<file path="config.mk">
export PLATFORM = sky130hd
export DESIGN_NAME = ti_sbox_sched
export DESIGN_NICKNAME = d
export VERILOG_FILES = /design/src/rtl/ti_sbox_sched.sv
export SDC_FILE = /design/constraint.sdc
export NUM_CORES = 1
export LEC_CHECK = 0
export CAP_MARGIN = 0
export CELL_PAD_IN_SITES_DETAIL_PLACEMENT = 1
export CELL_PAD_IN_SITES_GLOBAL_PLACEMENT = 1
export CORE_MARGIN = 3
export CORE_UTILIZATION = 39
export CTS_CLUSTER_SIZE = 30
export DETAILED_ROUTE_END_ITERATION = 10
export PLACE_DENSITY = 0.85
export RECOVER_POWER = 100
export SLEW_MARGIN = 20
export SYNTH_ARGS = -nofsm -noshare
export SYNTH_HDL_FRONTEND = slang
export SYNTH_SLANG_ARGS = --single-unit
</file>
<file path="constraint.sdc">
create_clock -name CLK -period 1.6 [get_ports CLK]
set_input_delay 0.32 -clock CLK [delete_from_list [all_inputs] [get_ports CLK]]
set_output_delay 0.32 -clock CLK [all_outputs]
set_load 0.01 [all_outputs]
</file>
<file path="src/rtl/ti_sbox_sched.sv">
// Issue/drain scheduler for the shared pipelined 2-share TI S-box bank (data SubBytes vs key SubWord).
// Optional: define TI_SCHED_BUBBLE_EN to leave an idle enabled cycle after every issue.
module ti_sbox_sched #(
  parameter int LAT    = 4,
  parameter int N_DATA = 4,
  parameter int CW     = 2
) (
  input  logic          CLK,
  input  logic          RST,
  input  logic          d_req,
  output logic          d_ack,
  output logic          d_done,
  input  logic          k_req,
  output logic          k_ack,
  output logic          k_done,
  input  logic          rnd_vld,
  output logic          sb_en,
  output logic          sb_issue,
  output logic [CW-1:0] sb_col,
  output logic          sb_src,
  output logic          wb_vld,
  output logic [CW-1:0] wb_col,
  output logic          wb_src,
  output logic          busy,
  output logic [1:0]    dbg_state
);

  typedef enum logic [1:0] {
    IDLE  = 2'd0,
    ISSUE = 2'd1,
    DRAIN = 2'd2
  } state_t;

  localparam logic [CW-1:0] LAST_COL = CW'(N_DATA - 1);

  state_t        state;
  logic [CW-1:0] cnt;
  logic          src;
  logic          prio_key;

  logic          tag_v [LAT];
  logic [CW-1:0] tag_c [LAT];
  logic          tag_s [LAT];

  logic early_v;
  logic last_issue;
  logic last_wb;
  logic grant_k;
  logic grant_d;

  // Handshake: d_req/k_req are levels held until the matching done; d_ack/k_ack
  // and d_done/k_done are single-cycle pulses; wb_vld is a one-cycle strobe the
  // destination must capture with no back-pressure.
  assign busy      = (state != IDLE);
  assign sb_en     = rnd_vld & busy;
  assign sb_col    = cnt;
  assign sb_src    = src;
  assign dbg_state = state;

`ifdef TI_SCHED_BUBBLE_EN
  logic bub;

  assign sb_issue = (state == ISSUE) & rnd_vld & ~bub;

  // Keeps operands of consecutive columns out of adjacent TI stages.
  always_ff @(posedge CLK) begin
    if (RST)           bub <= 1'b0;
    else if (sb_issue) bub <= 1'b1;
    else if (sb_en)    bub <= 1'b0;
  end
`else
  assign sb_issue = (state == ISSUE) & rnd_vld;
`endif

  assign wb_vld = tag_v[LAT-1] & sb_en;
  assign wb_col = tag_c[LAT-1];
  assign wb_src = tag_s[LAT-1];

  always_comb begin
    early_v = 1'b0;
    for (int i = 0; i < LAT - 1; i++) early_v = early_v | tag_v[i];
  end

  assign last_issue = sb_issue & (src | (cnt == LAST_COL));
  // In DRAIN nothing new enters, so a write-back with an empty upstream is the job's last.
  assign last_wb    = wb_vld & (state == DRAIN) & ~early_v;
  assign d_done     = last_wb & ~src;
  assign k_done     = last_wb & src;

  assign grant_k = k_req & (prio_key | ~d_req);
  assign grant_d = d_req & ~grant_k;

  always_ff @(posedge CLK) begin
    if (RST) begin
      state    <= IDLE;
      cnt      <= '0;
      src      <= 1'b0;
      prio_key <= 1'b1;
      d_ack    <= 1'b0;
      k_ack    <= 1'b0;
    end else begin
      d_ack <= 1'b0;
      k_ack <= 1'b0;
      case (state)
        IDLE: begin
          if (grant_k | grant_d) begin
            state <= ISSUE;
            cnt   <= '0;
            src   <= grant_k;
            k_ack <= grant_k;
            d_ack <= grant_d;
          end
        end
        ISSUE: begin
          if (sb_issue) begin
            cnt <= cnt + 1'b1;
            if (last_issue) state <= DRAIN;
          end
        end
        DRAIN: begin
          if (last_wb) begin
            state    <= IDLE;
            prio_key <= ~src;
          end
        end
        default: state <= IDLE;
      endcase
    end
  end

  always_ff @(posedge CLK) begin
    if (RST) begin
      for (int i = 0; i < LAT; i++) begin
        tag_v[i] <= 1'b0;
        tag_c[i] <= '0;
        tag_s[i] <= 1'b0;
      end
    end else if (sb_en) begin
      tag_v[0] <= sb_issue;
      tag_c[0] <= sb_col;
      tag_s[0] <= sb_src;
      for (int i = 1; i < LAT; i++) begin
        tag_v[i] <= tag_v[i-1];
        tag_c[i] <= tag_c[i-1];
        tag_s[i] <= tag_s[i-1];
      end
    end
  end

endmodule
</file>
==> summary.md <==
| Metric | Value |
|---|---|
| Status | finished with violations |
| Failing checks | negative setup slack |
| CP required | 1280 ps |
| Final Skew | 2.18 ps |
| Largest family of logic cells by synthesized area | simple AND/OR/NAND/NOR gates |
| Largest net degree at the start of global routing | 16 |
| Sequential element share of the synthesized area | 63.1% |
| Combinational share of power | 16.8% |
| Post-synthesis mux area share | 0.985% |
| Die H | 57.0 um |
| Layout cells sized above 1 | 26.8% |
| Final #Nets | 130 |
| Final worst setup slack | -250 ps |
| Synth warn | 0 |
| Final setup viols | 4 |
| Fill cells | 258 |
| Period minus WS final | 1850 ps |
| Routability cong. | 0.717 |
| Yosys reg bits | 24 |
| Total CTS buffers | 3 |
| Starting Density | 43.4% |
| Worst Hold Class | flip-flop to flip-flop |
| Sw Ratio | 24.6% |
| Core Util, Final | 58.3% |
| Clk pwr share | 22.3% |
| Post-synth top cells | and2_1 (16), edfxtp_1 (16), dfxtp_1 (8) |
| Antenna-violating nets left | 0 |
| Final HPWL DP | 1720 um |
| Synth Cell Area | 1020 um2 |
| Global-route wire length before repair | 3810 um |
| CP Max Fanout | 3 |
| Residual DRC | 0 |
| Final number of hold-violating endpoints | 0 |
| Chip Width | 57.0 um |
| Startpoint Class | flip-flop |
| Power Total | 1.18 mW |
| FF+latch area | 642 um2 |
| Top cells by area, synth | edfxtp_1 (47%), dfxtp_1 (16%), and2_1 (9.9%), nor2_1 (2.2%), o211ai_1 (2.2%) |
| Sequential power share | 60.9% |
| Row cnt | 17 |
| Post-Synthesis Cells | 84 |
| Clock Pin Slew Worst Setup and Hold Paths | 120 ps |
| Drt first pass iters | 4 |
| TritonCTS clock tree | yes |
| Vias/cell | 4.97 |
| Adder-cell share of the synthesized area | 1.23% |
| Fmax | 0.541 GHz |
| Routed WL per cell | 15.7 um |
| PD cells | 863 nW/um2 |
| Final period utilization | 116% |
| Top-area cell type share of the netlist area | 47.3% |
| Hold-fix buffers, CTS | 0 |
| Die area | 3250 um2 |
| Initial DRC Count | 11 |
| Worst Setup Path Type | flip-flop to primary output |
| Post-synth net total | 90 |
| Ant diodes | 0 |
| P_int | 0.887 mW |
| Worst vdd ir | 0.486 mV |
| Post-synth EDFFs | 16 |
| CP Capture Type | primary output |
| Global route overflow | 0 |
| Antenna violations before repair | 0 |
| Ys async rst share | 0% |
| Area growth syn-to-layout | 34.4% |
| Simple-gate share of the synthesized area | 22.2% |
| Clock Tree Root | clkbuf_4 |
| P_leak | 0.591 nW |
| GRT Resource Usage Total | 15.4% |
| Distinct cells, synth | 31 |
| Ports | 21 |
| RSZ-0062 raised after global routing | true |
| I/O Buffers | 20 |
| Area of the multi-input gates | 358 um2 |
| WP data arrival | 1530 ps |
| Level count of the clock H-tree | 1 |
| Worst-Margin Slew | 269 ps |
| Max-cap viol count | 0 |
| Vias | 751 |
| Avg Inst Size Synth | 12.1 um2 |
| CTS sink count | 24 |
| Wirelength, routed | 2380 um |
| Vias in the first global route | 796 |
| Final number of max-transition violations | 0 |
| Switching Power | 0.290 mW |
| Setup TNS | -537 ps |
| Synth area leader | edfxtp_1 |
| Post-synthesis xor/xnor area fraction | 0% |
| Most used flip-flop cell after synthesis | edfxtp_1 |
| CORE AREA | 2340 um2 |
| Slew margin rel. | 82.0% |
| CTS max path bufs | 2 |
| Synth Area in Compound Gates | 8.74% |
| Clk_lat worst skew | 300 ps |
placed cells by master (no fill, tap or decap), types with 4 or more instances in the layout:
cell type        count
buf_2                4
buf_4               11
clkbuf_4             4
nor2_1               8
clkbuf_2             6
edfxtp_1            16
and2_1              16
dlygate4sd2_1        4
clkdlybuf4s50_1      8
dfxtp_1              7
power groups by stage:
| stage | registers (mW) | logic, mW | clock network [mW] |
|---|---|---|---|
| finish | 0.717 | 0.198 | 0.262 |
| global route | 0.722 | 0.214 | 0.302 |
| CTS | 0.718 | 0.221 | 0.274 |
| detailed placement | 0.731 | 0.210 | 0 |
| global placement | 0.729 | 0.204 | 0 |
| floorplan | 0.737 | 0.0786 | 0 |
layer usage:
layer	routed length (um)	track usage, %	vias to the layer above
met1	1070	18.6	360
met5	0	0	-
met4	9	2.98	0
li1	-	-	374
met2	1200	27.6	15
met3	97	4.07	2
worst paths after layout:
kind / from / end / slack [ps] / depth (start not counted)
worst max-delay path: tag_v[0][1] / k_done / -250 / 4
worst min-delay path: prio_key / d_ack / 530 / 1
worst max register to register: dbg_state[1] / tag_c[0][4] / 20 / 6
worst min register to register: prio_key / d_ack / 530 / 1
final cells by class:
cell class                      count  share of cell area (%)
Sequential cell                    24                    47.0
Clock inverter                      1                   0.275
Timing Repair Buffer               39                    21.2
Inverter                            4                    1.10
Tap cell                           28                    2.57
Multi-Input combinational cell     52                    26.2
Clock buffer                        3                    1.65
worst max-delay path: stages, from the launching register on:
cell and delay (ps):
edfxtp_1 400, or3_4 430, nor3_4 130, and2_1 140, buf_2 120
cell families after synthesis:
kind of cell,count (synthesis)
AND/OR/NAND/NOR,37
flip-flops,24
AO/OA/AOI/OAI,13
buffers and inverters,8
multiplexers,1
adder cells (fa/ha/maj),1
stage by stage:
stage	hold slack (ps)	cell area (um2)	setup WS, ps	instances
finish	526	1370	-250	151
floorplan	418	1020	141	84
global route	558	1370	-331	151
detailed placement	508	1370	-574	143
CTS	522	1430	-268	150
global placement	499	1370	-521	143
flip-flops by register name (all words and copies together) (netlist names):
signal	cells
dbg_state	2
tag_v	4
k_ack	1
sb_src	1
prio_key	1
d_ack	1
tag_c	8
tag_s	4
sb_col	2
timing repair:
action	CTS	global route
pin swaps	3	3
buffers inserted	3	2
gates resized for setup	31	8
hold endpoints to repair	0	0
setup endpoints to repair	11	8
(Power assumes the default switching activity.)
